<file path="src/rtl/div_unit.sv">
// rtl/div_unit.sv - multi-cycle radix-2 restoring divider for DIV/DIVU (quotient to LO, remainder to HI)
module div_unit #(
    parameter int WIDTH = 32
) (
    input  logic             clk,
    input  logic             rstn,
    input  logic             start,
    input  logic             sign,
    input  logic [WIDTH-1:0] dividend,
    input  logic [WIDTH-1:0] divisor,
    output logic             busy,
    output logic             done,
    output logic [WIDTH-1:0] q,
    output logic [WIDTH-1:0] r,
    output logic             div_by_zero
);

    localparam int CW = $clog2(WIDTH);

    typedef enum logic [1:0] {IDLE, CALC, FINISH} state_t;

    state_t           state;
    logic             sgn;
    logic             a_neg;
    logic             b_neg;
    logic [WIDTH-1:0] rem;
    logic [WIDTH-1:0] quo;
    logic [WIDTH-1:0] dsr;
    logic [WIDTH-1:0] dvd_raw;
    logic [CW-1:0]    cnt;

    logic [WIDTH-1:0] a_mag;
    logic [WIDTH-1:0] b_mag;
    logic [WIDTH:0]   ext;
    logic [WIDTH:0]   diff;

    always_comb begin
        a_mag = (sign && dividend[WIDTH-1]) ? -dividend : dividend;
        b_mag = (sign && divisor[WIDTH-1])  ? -divisor  : divisor;
        // rem < dsr always holds, so ext - dsr fits in WIDTH+1 bits and diff[WIDTH] is a true sign
        ext   = {rem, quo[WIDTH-1]};
        diff  = ext - {1'b0, dsr};
    end

    always_ff @(posedge clk) begin
        if (!rstn) begin
            state       <= IDLE;
            sgn         <= 1'b0;
            a_neg       <= 1'b0;
            b_neg       <= 1'b0;
            rem         <= '0;
            quo         <= '0;
            dsr         <= '0;
            dvd_raw     <= '0;
            cnt         <= '0;
            busy        <= 1'b0;
            done        <= 1'b0;
            q           <= '0;
            r           <= '0;
            div_by_zero <= 1'b0;
        end else begin
            done <= 1'b0;
            case (state)
                IDLE: begin
                    if (start) begin
                        sgn         <= sign;
                        a_neg       <= dividend[WIDTH-1];
                        b_neg       <= divisor[WIDTH-1];
                        quo         <= a_mag;
                        dsr         <= b_mag;
                        dvd_raw     <= dividend;
                        rem         <= '0;
                        cnt         <= '0;
                        div_by_zero <= 1'b0;
                        busy        <= 1'b1;
                        state       <= (divisor == '0) ? FINISH : CALC;
                    end
                end
                CALC: begin
                    quo <= {quo[WIDTH-2:0], ~diff[WIDTH]};
                    rem <= diff[WIDTH] ? ext[WIDTH-1:0] : diff[WIDTH-1:0];
                    if (cnt == CW'(WIDTH - 1)) begin
                        cnt   <= '0;
                        state <= FINISH;
                    end else begin
                        cnt <= cnt + 1'b1;
                    end
                end
                FINISH: begin
                    if (dsr == '0) begin
                        q           <= '1;
                        r           <= dvd_raw;
                        div_by_zero <= 1'b1;
                    end else begin
                        q <= (sgn && (a_neg ^ b_neg)) ? -quo : quo;
                        r <= (sgn && a_neg) ? -rem : rem;
                    end
                    done  <= 1'b1;
                    busy  <= 1'b0;
                    state <= IDLE;
                end
                default: state <= IDLE;
            endcase
        end
    end

endmodule
</file>
<file path="config.mk">
export PLATFORM = sky130hd
export DESIGN_NAME = div_unit
export DESIGN_NICKNAME = d
export VERILOG_FILES = /design/src/rtl/div_unit.sv
export SDC_FILE = /design/constraint.sdc
export NUM_CORES = 1
export LEC_CHECK = 0
export CAP_MARGIN = 10
export CORE_AREA = 2 2 149 151
export DETAILED_ROUTE_END_ITERATION = 8
export DIE_AREA = 0 0 151 153
export GPL_TIMING_DRIVEN = 0
export PLACE_DENSITY = 0.83
export RECOVER_POWER = 100
export SYNTH_ARGS = -nofsm -noshare
export SYNTH_HDL_FRONTEND = slang
export SYNTH_SLANG_ARGS = --single-unit
</file>
<file path="constraint.sdc">
create_clock -name clk -period 4.3 [get_ports clk]
set_input_delay 1.075 -clock clk [delete_from_list [all_inputs] [get_ports clk]]
set_output_delay 1.075 -clock clk [all_outputs]
set_load 0.01 [all_outputs]
</file>
==> out/metrics.yaml <==
clock_path_buffers: 3
fin_setup_tns_ps: 0
htreeDepth: 1
first_iter_violations: 1102
grt_start_max_net_pins: 14
swShare_pct: 29.4
synth_top_flop_cell: "dfxtp_1"
drive_gt1_share_pct: 2.60
vias_per_cell: 6.12
rsz0062_at_grt: "no"
grt_usage_pct: 32.2
critPathMaxFanout: 6
synth_cell_types: 61
maxSlewHeadroom_pct: 41.5
drv_cap: 0
diodes: 0
cts_buffers: 23
timing_hold_violations_final: 0
start_util_pct: 56.1
synth_warnings: 0
die_x_um: 151
grt_pass1_vias: 11600
die_height_um: 153
wl_per_cell_um: 18.7
num_vias: 12500
place_congestion: 0.959
hp-class: "flip-flop to flip-flop"
fin_worst_skew_ps: 9.57
fin_nets: 1861
worstPathArrival_ps: 4450
worst_slew_pin_slew_ps: 874
postSynthCellCount: 1595
crit_required_ps: 4730
insertion_delay_ps: 510
place_area_mm2: 0.0137
synth_top_area_share_pct: 33.9
worstRegToRegCells: 13
finalSetupViolCount: 0
p_int_uw: 3580
grt_pass1_wl_um: 59700
fin_crit_sh_pct: 93.5
drv_slew: 0
combPwrFrac_pct: 18.8
pre_cts_ws_ps: -51.8
ir_drop_mv: 0.195
postLayoutCoreUtil_pct: 67.5
antenna_found_initial: 0
grt-ovfl-total: 0
std_cell_rows: 54
worst_hold_slack_ps: 448
p_leak_uw: 0.00567
p_clk_share_pct: 39.8
synth_area_mm2: 0.0120
synthTopCellsByArea: "dfxtp_1 (34%), a21oi_1 (8.1%), nand2_1 (6.1%), xnor2_1 (5.9%), nor2_1 (5.4%)"
min_path_cells: 2
drt_first_pass_iters: 5
fp.coreArea_mm2: 0.0215
status: "finished clean"
netlist.top_cell.by_area: "dfxtp_1"
path_class: "primary input to flip-flop"
detail-route-antenna-nets: 0
syn_avg_cell_area_um2: 7.55
port_buffers: 134
cts_root_buffer: "clkbuf_16"
cellPowerDensity_mw_per_mm2: 350
p_seq_share_pct: 41.4
endpoint_kind: "flip-flop"
hold_buffers: 0
ys_seq_area_share_pct: 33.9
routed_wl_um: 38300
design_area_mm2: 0.0145
syn_nets: 1702
fin_crit_ps: 4020
synth_edf_count: 0
power.switching_uw: 1490
synth-seq-cells: 204
cts_sinks: 204
synthArstFlopShare_pct: 0
synth_common_cells: "dfxtp_1 (204), nand2_1 (197), a21oi_1 (194), nor2_1 (173), o21ai_0 (128)"
drc: 0
yosysMostFrequentCell: "dfxtp_1"
fmax_mhz: 249
die_area_mm2: 0.0231
clk_pin_slew_ps: 60
start_kind: "primary input"
dpl.hpwl_um: 29900
pin_count: 135
final.setup.worst_slack_ps: 281
cts_tree: "done"
area.growth.synth_to_final_pct: 20.4
[power groups by stage]
stage	Combinational [µW]	Clock, µW	Sequential, µW
after CTS	938	2010	2090
after global routing	1040	2090	2110
after global placement	913	0	2130
after detailed placement	931	0	2130
after floorplan	645	0	2100
final	954	2020	2100
[cell type report]
| cell class | count | area, µm² |
|---|---|---|
| clock buffers | 33 | 683 |
| plain buffers | 99 | 375 |
| inverters | 56 | 210 |
| well taps | 280 | 350 |
| clock inverters | 8 | 93.8 |
| repair buffers | 134 | 1340 |
| fillers | 1795 | 6990 |
| flip-flops and latches | 204 | 4080 |
| multi-input cells | 1236 | 7360 |
[repair_timing]
action,CTS,global route
buffers inserted,0,0
endpoints found under the hold margin,0,0
setup endpoints to repair,0,2
resized for setup,0,2
[per-stage QoR]
stage / cells / power, µW
final: 2050 / 5070
after global routing: 2050 / 5240
after detailed placement: 2009 / 3060
after global placement: 2009 / 3040
after CTS: 2050 / 5040
after floorplan: 1595 / 2740
[cells by family (layout without fill, tap and decap cells)]
kind of cell / after synthesis / in the layout / synth area share (%)
buf+inv: 155 / 330 / 4.86
flops: 204 / 204 / 33.9
simple gates: 526 / 526 / 19.5
mux: 18 / 18 / 1.50
xor+xnor: 139 / 139 / 10.1
compound gates: 514 / 514 / 26.0
fa+ha+maj: 39 / 39 / 4.11
[flip-flops by register name (all words and copies together) (netlist names), 2 cells and up]
register,count
q,32
dsr,32
dvd_raw,31
cnt,5
rem,32
quo,32
r,32
state,2
[metal layers]
| layer | up-vias | wire length [µm] | global-route usage, % |
|---|---|---|---|
| met5 | - | 0 | 0 |
| met4 | 0 | 2120 | 16.1 |
| met3 | 147 | 2920 | 3.85 |
| met2 | 589 | 17900 | 54.1 |
| met1 | 5807 | 15400 | 40.5 |
| li1 | 5994 | - | - |
[critical path: stages]
cell	delay, ps
dlygate4sd3_1	630
or4_1	630
or4_1	460
or3_1	460
nor3b_4	360
nand2_1	190
o41ai_4	260
xnor2_1	150
nand2_1	80
a21oi_1	160
[path summary, 6_finish.rpt]
path | from | end | slack, ps
worst max-delay path | dividend[6] | quo[29] | 280
worst min-delay path | r[5] | r[5] | 450
worst max register to register | quo[31] | rem[5] | 350
worst min register to register | r[5] | r[5] | 450
[cell usage in the layout (no fill, tap or decap), drive strengths merged, types with 8 or more instances in the layout]
master / instances
a211oi: 53
a21o: 14
a21oi: 194
a31oi: 25
a32oi: 11
and2: 11
and3: 10
clkbuf: 128
clkdlybuf4s50: 62
dfxtp: 204
dlygate4sd3: 72
ha: 38
inv: 56
mux2i: 18
nand2: 198
nand2b: 13
nand3: 21
nand4: 9
nor2: 173
nor2b: 8
nor3: 29
nor4: 20
o211ai: 15
o21ai: 129
o31ai: 16
o41ai: 10
or3: 13
or4: 9
xnor2: 81
xor2: 58
Power figures use the tool's default switching activity.
==> RTL edit (config.mk and constraints unchanged) <==
Re-encode `state_t` (3 states) as one-hot, 3 bits wide.
--- a/src/rtl/div_unit.sv
+++ b/src/rtl/div_unit.sv
@@ -17,7 +17,7 @@
 
     localparam int CW = $clog2(WIDTH);
 
-    typedef enum logic [1:0] {IDLE, CALC, FINISH} state_t;
+    typedef enum logic [2:0] {IDLE = 3'b001, CALC = 3'b010, FINISH = 3'b100} state_t;
 
     state_t           state;
     logic             sgn;
Function: no difference found for any inputs over 10 cycles, from zero or initial values and one cycle with rstn low; not proved beyond that.
==> RTL edit against the unedited design <==
  * Routed wire length up 3.2%
  * Synthesized cell count shrank 1.1%
  * Synthesized area is 2.1% higher
  * Final area up 1.5%
  * Worst hold slack better by 17 ps
  * Setup slack gained 240 ps
  * Core utilization grew 1.0 points
  * Sequential cell count rose by 1
  * Power is 2.6% lower
  * Largest cell class unchanged
  * Largest power group is now the clock network
==> RTL edit: results (changes against the unedited design) <==
| Metric | Value |
|---|---|
| CP Max Fanout | 10 (+4) |
| Seq/Total Area, Yosys | 33.4% (-0.54 points) |
| Post-Place Worst Slack | 327 ps (+379 ps) |
| Layout cells sized above 1 | 2.91% (+0.31 points) |
| Hold Path End | r[7]$_SDFFE_PN0P_ |
| Post-Syn Instances | 1,577 (-1.1%) |
| First-pass GRT wire length | 61.3 mm (+2.7%) |
| Critical path arrival | 4170 ps (-280 ps) |
| Fmax | 265 MHz (+6.4%) |
| Reg2Reg Setup Slack | 520 ps (+170 ps) |
| Vias in the first global route | 11,400 (-1.2%) |
| Max_slew headroom | 30.4% (-11 points) |
| RD Place Congestion | 0.943 (-1.7%) |
| Drt pass-1 iters | 6 (+1) |
| DR iter-0 viols | 1,096 (-0.54%) |
| Syn Nets | 1,684 (-1.1%) |
| Max rail drop VDD | 237 uV (+21%) |
| Fin nets | 1,842 (-1.0%) |
| Worst skew pair latency | 530 ps (+20 ps) |
| Crit. Startpoint | quo[31]$_SDFFE_PN0P_ |
| IO buf count | 133 (-0.75%) |
| Non-filler cells, final | 2,031 (-0.93%) |
| Placed instance count | 1,990 (-0.95%) |
| Hold_sp | r[7]$_SDFFE_PN0P_ |
| Clock skew | 21.6 ps (+12.1 ps) |
| Status | complete, no violations |
[RTL edit: cell count changes after synthesis, moves of 14 or more]
| cell | unedited run | this run |
|---|---|---|
| nor2_1 | 173 | 84 |
| a21boi_0 | 0 | 46 |
| a21oi_1 | 194 | 155 |
| o21ai_1 | 1 | 35 |
| a211oi_1 | 53 | 21 |
| o211a_1 | 1 | 32 |
| o21ai_0 | 128 | 97 |
| nand2_1 | 197 | 227 |
| a22oi_1 | 5 | 26 |
| nor2b_1 | 8 | 22 |
[RTL edit: how the worst max path moves through the flow]
| stage | endpoint | cells past startpoint |
|---|---|---|
| after floorplan | quo[29]$_SDFFE_PN0P_ | 9 |
| after global placement | quo[29]$_SDFFE_PN0P_ | 10 |
| after detailed placement | quo[29]$_SDFFE_PN0P_ | 10 |
| after CTS | rem[2]$_SDFFE_PN0P_ | 14 |
| after global routing | rem[29]$_SDFFE_PN0P_ | 13 |
| final | rem[22]$_SDFFE_PN0P_ | 13 |
[RTL edit: layout make-up]
class	count	area, sq um
fillers	1822	6760
repair buffers	133	1330
well taps	280	350
flip-flops and latches	205	4100
clock buffers	31	656
multi-input cells	1214	7530
clock inverters	10	140
plain buffers	96	378
inverters	62	233
[RTL edit: worst max-delay path, cell delays in order (launching register included)]
cell and delay (ps):
dfxtp_1 350, inv_1 110, ha_1 250, fa_1 380, nand2b_1 200, a21o_1 200
a31o_1 240, a211o_1 330, a31oi_1 370, a31oi_1 190, xnor2_1 290, clkbuf_2 390
mux2i_1 240, o21ai_0 90
[RTL edit: cell families after synthesis]
logic type	count (synthesis)	synth area share, %
XOR/XNOR	138	9.89
adder cells (fa/ha/maj)	39	4.03
multiplexers	27	2.20
flip-flops	205	33.4
buffers and inverters	158	5.00
AO/OA/AOI/OAI	506	26.1
AND/OR/NAND/NOR	504	19.4
[RTL edit: per-stage QoR]
step	total power, mW	hold WS (ps)	utilization [%]
global placement	2.87	451	65.1
finish	4.94	465	68.5
global route	5.10	478	68.5
floorplan	2.60	440	-
detailed placement	2.88	459	65.1
CTS	4.91	467	68.8
[RTL edit: power groups by stage]
| stage | combinational (mW) | sequential (mW) | clock [mW] |
|---|---|---|---|
| 3_3_place_gp | 0.768 | 2.10 | 0 |
| 4_1_cts | 0.788 | 2.06 | 2.07 |
| 6_report | 0.798 | 2.06 | 2.08 |
| 5_1_grt | 0.873 | 2.07 | 2.15 |
| 3_5_place_dp | 0.781 | 2.10 | 0 |
| 2_1_floorplan | 0.526 | 2.07 | 0 |
[RTL edit: routing by layer]
metal	wire (microns)	track usage, %	vias up	part of all wire [%]
met3	3390	4.60	96	8.6
met4	1600	12.8	2	4.0
li1	-	-	5912	-
met5	13	0	-	0.033
met2	18100	54.4	606	46
met1	16500	45.0	5801	42
